===== src/rtl/test_monitor_sig_slot.sv =====
// One signature slot: byte-enable capture register, seen flag, compare.
module sig_slot #(
  parameter int XLEN = 32
) (
  input  logic            clk,
  input  logic            rst_n,
  input  logic            clr,
  input  logic            wr,
  input  logic [3:0]      be,
  input  logic [XLEN-1:0] wdata,
  input  logic [XLEN-1:0] exp_value,
  output logic            seen,
  output logic            match
);

  // Byte lanes reachable through the 4-bit byte enable.
  localparam int NB = (XLEN / 8 < 4) ? XLEN / 8 : 4;

  logic [XLEN-1:0] value;

  // Capture: clear on arm, otherwise merge enabled bytes on a hit.
  always_ff @(posedge clk or negedge rst_n) begin
    if (!rst_n) begin
      value <= '0;
      seen  <= 1'b0;
    end else if (clr) begin
      value <= '0;
      seen  <= 1'b0;
    end else if (wr) begin
      for (int b = 0; b < NB; b++)
        if (be[b]) value[b*8 +: 8] <= wdata[b*8 +: 8];
      seen <= 1'b1;
    end
  end

  assign match = (value == exp_value);

endmodule


===== config.mk =====
export PLATFORM = sky130hd
export DESIGN_NAME = sig_slot
export DESIGN_NICKNAME = d
export VERILOG_FILES = /design/src/rtl/test_monitor_sig_slot.sv
export SDC_FILE = /design/constraint.sdc
export NUM_CORES = 1
export LEC_CHECK = 0
export CORE_ASPECT_RATIO = 1.1
export CORE_MARGIN = 2
export CORE_UTILIZATION = 45
export CTS_CLUSTER_SIZE = 25
export DETAILED_ROUTE_END_ITERATION = 8
export PLACE_DENSITY_LB_ADDON = 0.1
export SLEW_MARGIN = 5
export SYNTH_ARGS = -nofsm -noshare
export SYNTH_HDL_FRONTEND = slang
export SYNTH_SLANG_ARGS = --single-unit

===== constraint.sdc =====
create_clock -name clk -period 2.1 [get_ports clk]
set_clock_uncertainty 0.05 [all_clocks]
set_input_delay 0.315 -clock clk [delete_from_list [all_inputs] [get_ports clk]]
set_output_delay 0.315 -clock clk [all_outputs]
set_load 0.005 [all_outputs]

**Word-level counts from Yosys, hierarchy flattened**

Cells that the tools add are included.

- Equality and inequality tests: 1
- Multiplexer cells: 8
- Reductions and logical operators: 9

Operators with widths:

| kind | count |
|---|---|
| 32-bit two-way mux | 2 |
| 32-bit equality test | 1 |
| 8-bit two-way mux | 4 |
| 2-bit nonzero test | 5 |
| 2-bit AND reduction | 4 |
| 1-bit two-way mux | 2 |

- Flip-flop bits (word level): 33
- Input port bits: 72
- Output and inout bits: 2
- Logic and storage cells: 23

**Depth between registers and ports, before layout**

- Word-level depth: 3
- Mapped depth: 4
- Gate-level depth less buffers: 4

**Worst setup path before layout**

No wires, ideal clock.

- Path kind: register to output
- Start point: reg value[31]
- End point: out match
- Data arrival time: 0.994 ns
- Data required time: 1.735 ns
- Setup slack: 0.741 ns
- Stages on the path, launching flop included: 5
- Cells stage by stage: dfrtp_1 xor2_1 nor4_1 nand4_1 nor2_1

- Longest elaborated chain between the ends: 1

Ends and longest elaborated chain:

| element | RTL line | RTL |
|---|---|---|
| start, declared | 19 | `logic [XLEN-1:0] value;` |
| start signal, assigned by index | 31 | `if (be[b]) value[b*8 +: 8] <= wdata[b*8 +: 8];` |
| 32-bit equality test | 36 | `assign match = (value == exp_value);` |
| end, declared | 13 | `output logic match` |

No other way between the ends.

**Final worst setup path**

- Start point: in exp_value[23]
- End point: out match

- Longest elaborated chain between the ends: 1

Ends and longest elaborated chain:

| element | RTL line | RTL |
|---|---|---|
| start, declared | 11 | `input logic [XLEN-1:0] exp_value,` |
| 32-bit equality test | 36 |  |

No other way between the ends.

==> results.json <==
{
  "wirelength_um": 4450,
  "post-cts-setup-buffers": 0,
  "p_sw_mw": 0.384,
  "pwr-share-clk": 0.325,
  "netlist.area_leader.share": 0.489,
  "critPathLaunchType": "input port",
  "powerDensity_nw_per_um2": 562,
  "path_cells": "clkdlybuf4s50_1 > xor2_1 > nor4_2 > nand4_1 > nor2_1 > clkbuf_2",
  "cts_tree": "done",
  "critPathBufInv": 2,
  "cts_made_buffers": 5,
  "synth_top_area_cell": "dfrtp_1",
  "clk_path_buf_depth": 2,
  "busiest_layer": "met2",
  "path_clk_slew_ns": 0.07,
  "track_usage": 0.230,
  "post-route-period-util": 0.960,
  "place_ws_ns": -0.389,
  "cts_htree_levels": 2,
  "ir_drop_v": 0.000376,
  "ant_nets": 0,
  "num_io_pins": 74,
  "tns_ns": 0,
  "yosys-top-cells-count": "nand2_1, dfrtp_1, a21oi_1, nand3_1, xor2_1",
  "slew_viol_final": 0,
  "die_area_sq_um": 4260,
  "ys_types": 10,
  "synth-edff-count": 0,
  "worst_slew_pin_slew_ns": 0.432,
  "postSynthCellCount": 190,
  "die_w_um": 62.4,
  "r2r_slack_ns": 1.38,
  "gp_congestion": 0.784,
  "ys_top_cells_by_area": "dfrtp_1, xor2_1, a21oi_1",
  "internal_power_mw": 1.07,
  "ys_seq_elements": 33,
  "die_h_um": 68.3,
  "antenna_found_initial": 0,
  "grt-ovfl-total": 0,
  "diodes": 0,
  "grt_pass1_wl_um": 7470,
  "clk_latency_ns": 0.28,
  "p_sw_frac": 0.265,
  "synth_warnings": 0,
  "yosysSeqAreaShare": 0.489,
  "root_buffer": "clkbuf_8",
  "wl_per_cell_um": 14.2,
  "fin_ws_ns": 0.0830,
  "met3_usage": 0.0559,
  "critical_path_class": "input port to primary output",
  "min_path_type": "input port to async pin",
  "grt_max_degree": 38,
  "port_buffers": 73,
  "hold_viol": 0,
  "route.vias.total": 1599,
  "drcViolationCount": 0,
  "cts_hold_buf": 0,
  "cap_viol_max_count": 0,
  "area_growth_pct": 52.6,
  "leakagePower_nw": 1.10,
  "cp_slowest_cell": "clkdlybuf4s50_1",
  "cp_data_arrival_time_ns": 1.65,
  "crit_path_end_kind": "primary output",
  "use_met1": 0.298,
  "row_count": 23,
  "vias_per_cell": 5.09,
  "start_util": 0.466,
  "syn_area_sq_um": 1690,
  "grt_setup_unrepaired": "no",
  "slowest_delay_ns": 0.41,
  "critPathMaxFanout": 1,
  "drt_iter0_drc": 60,
  "sequentialPowerShare": 0.471,
  "fmax_mhz": 496,
  "fin_hold_ws_ns": 0.385,
  "critPathTopFamily": "simple AND/OR/NAND/NOR gates",
  "nets": 335,
  "syn_avg_cell_area_sq_um": 8.90,
  "yosysMostFrequentCell": "nand2_1",
  "dp_hpwl_um": 3180,
  "ys.flop_type": "dfrtp_1",
  "async_flop_share": 1.00,
  "final_util": 0.711,
  "setup_viol": 0,
  "slew_headroom": 0.712,
  "status": "finished, final reports clean",
  "grt_pass1_vias": 1568,
  "required_ns": 1.74,
  "clock-sinks": 33,
  "layout-drive-gt1-share": 0.0644,
  "dr.pass1.iters": 4,
  "finalCriticalPeriod_ns": 2.02,
  "syn-num-nets": 262,
  "grt_util_met2": 0.390,
  "coreArea_sq_um": 3630,
  "p_comb_frac": 0.204
}
==> worst paths after layout <==
kind	start	endpoint	cells after the start
worst max-delay path	exp_value[23]	match	6
worst min-delay path	rst_n	value[29]	2
worst max register to register	value[4]	value[4]	2
worst min register to register	seen	seen	2
max in group asynchronous	rst_n	value[10]	2
min in group clk	seen	seen	2
==> layer usage <==
metal	wire, um	vias to the layer above
met5	0	-
met4	43	0
met3	247	4
met2	2150	53
met1	2010	746
li1	-	796
==> power groups by stage <==
stage	clock network (mW)	registers [mW]	logic, mW
2_1_floorplan	0	0.691	0.108
3_3_place_gp	0	0.695	0.288
3_5_place_dp	0	0.695	0.291
4_1_cts	0.478	0.683	0.297
5_1_grt	0.513	0.686	0.322
6_report	0.471	0.683	0.295
==> repair_timing <==
item / in CTS / in global routing
pin swaps: 5 / 4
cloned: 0 / 0
setup endpoints to repair: 1 / 1
gates resized for setup: 5 / 1
==> worst reg2reg max path, stage by stage (launching register included) <==
cell     delay [ns]
dfrtp_1        0.36
nand2_1        0.07
a21oi_1        0.17
==> metrics by stage <==
| step | area (sq um) | std cells | total power [mW] |
|---|---|---|---|
| 2_1_floorplan | 1690 | 190 | 0.799 |
| 3_3_place_gp | 2480 | 306 | 0.983 |
| 3_5_place_dp | 2480 | 306 | 0.986 |
| 4_1_cts | 2580 | 314 | 1.46 |
| 5_1_grt | 2580 | 314 | 1.52 |
| 6_report | 2580 | 314 | 1.45 |
==> kinds of logic (layout without fill, tap and decap cells) <==
group | after synthesis | in the layout | share of synthesized area
buffers and inverters | 12 | 86 | 0.0326
AOI/OAI and AO/OA | 32 | 32 | 0.0947
and+or+nand+nor | 81 | 81 | 0.218
DFF | 33 | 33 | 0.489
xor gates and xnor gates | 32 | 32 | 0.166
==> cell type report <==
type	count	area, sq um
Clock inverter	3	17.5
Tap cell	50	62.6
Multi-Input combinational cell	145	828
Sequential cell	33	826
Fill cell	323	1050
Clock buffer	5	68.8
Timing Repair Buffer	78	776
==> layout by cell type, fill, tap and decap left out, drive strengths merged, types with 3 or more instances in the layout <==
cell,n
clkbuf,6
nand3,32
xor2,32
clkdlybuf4s50,72
nor2,3
nor4,8
nand2,36
buf,5
dfrtp,33
a21oi,32
==> registers in the layout (all words and copies together) (netlist names) <==
register and count:
value 32, seen 1
(Power assumes the default switching activity.)
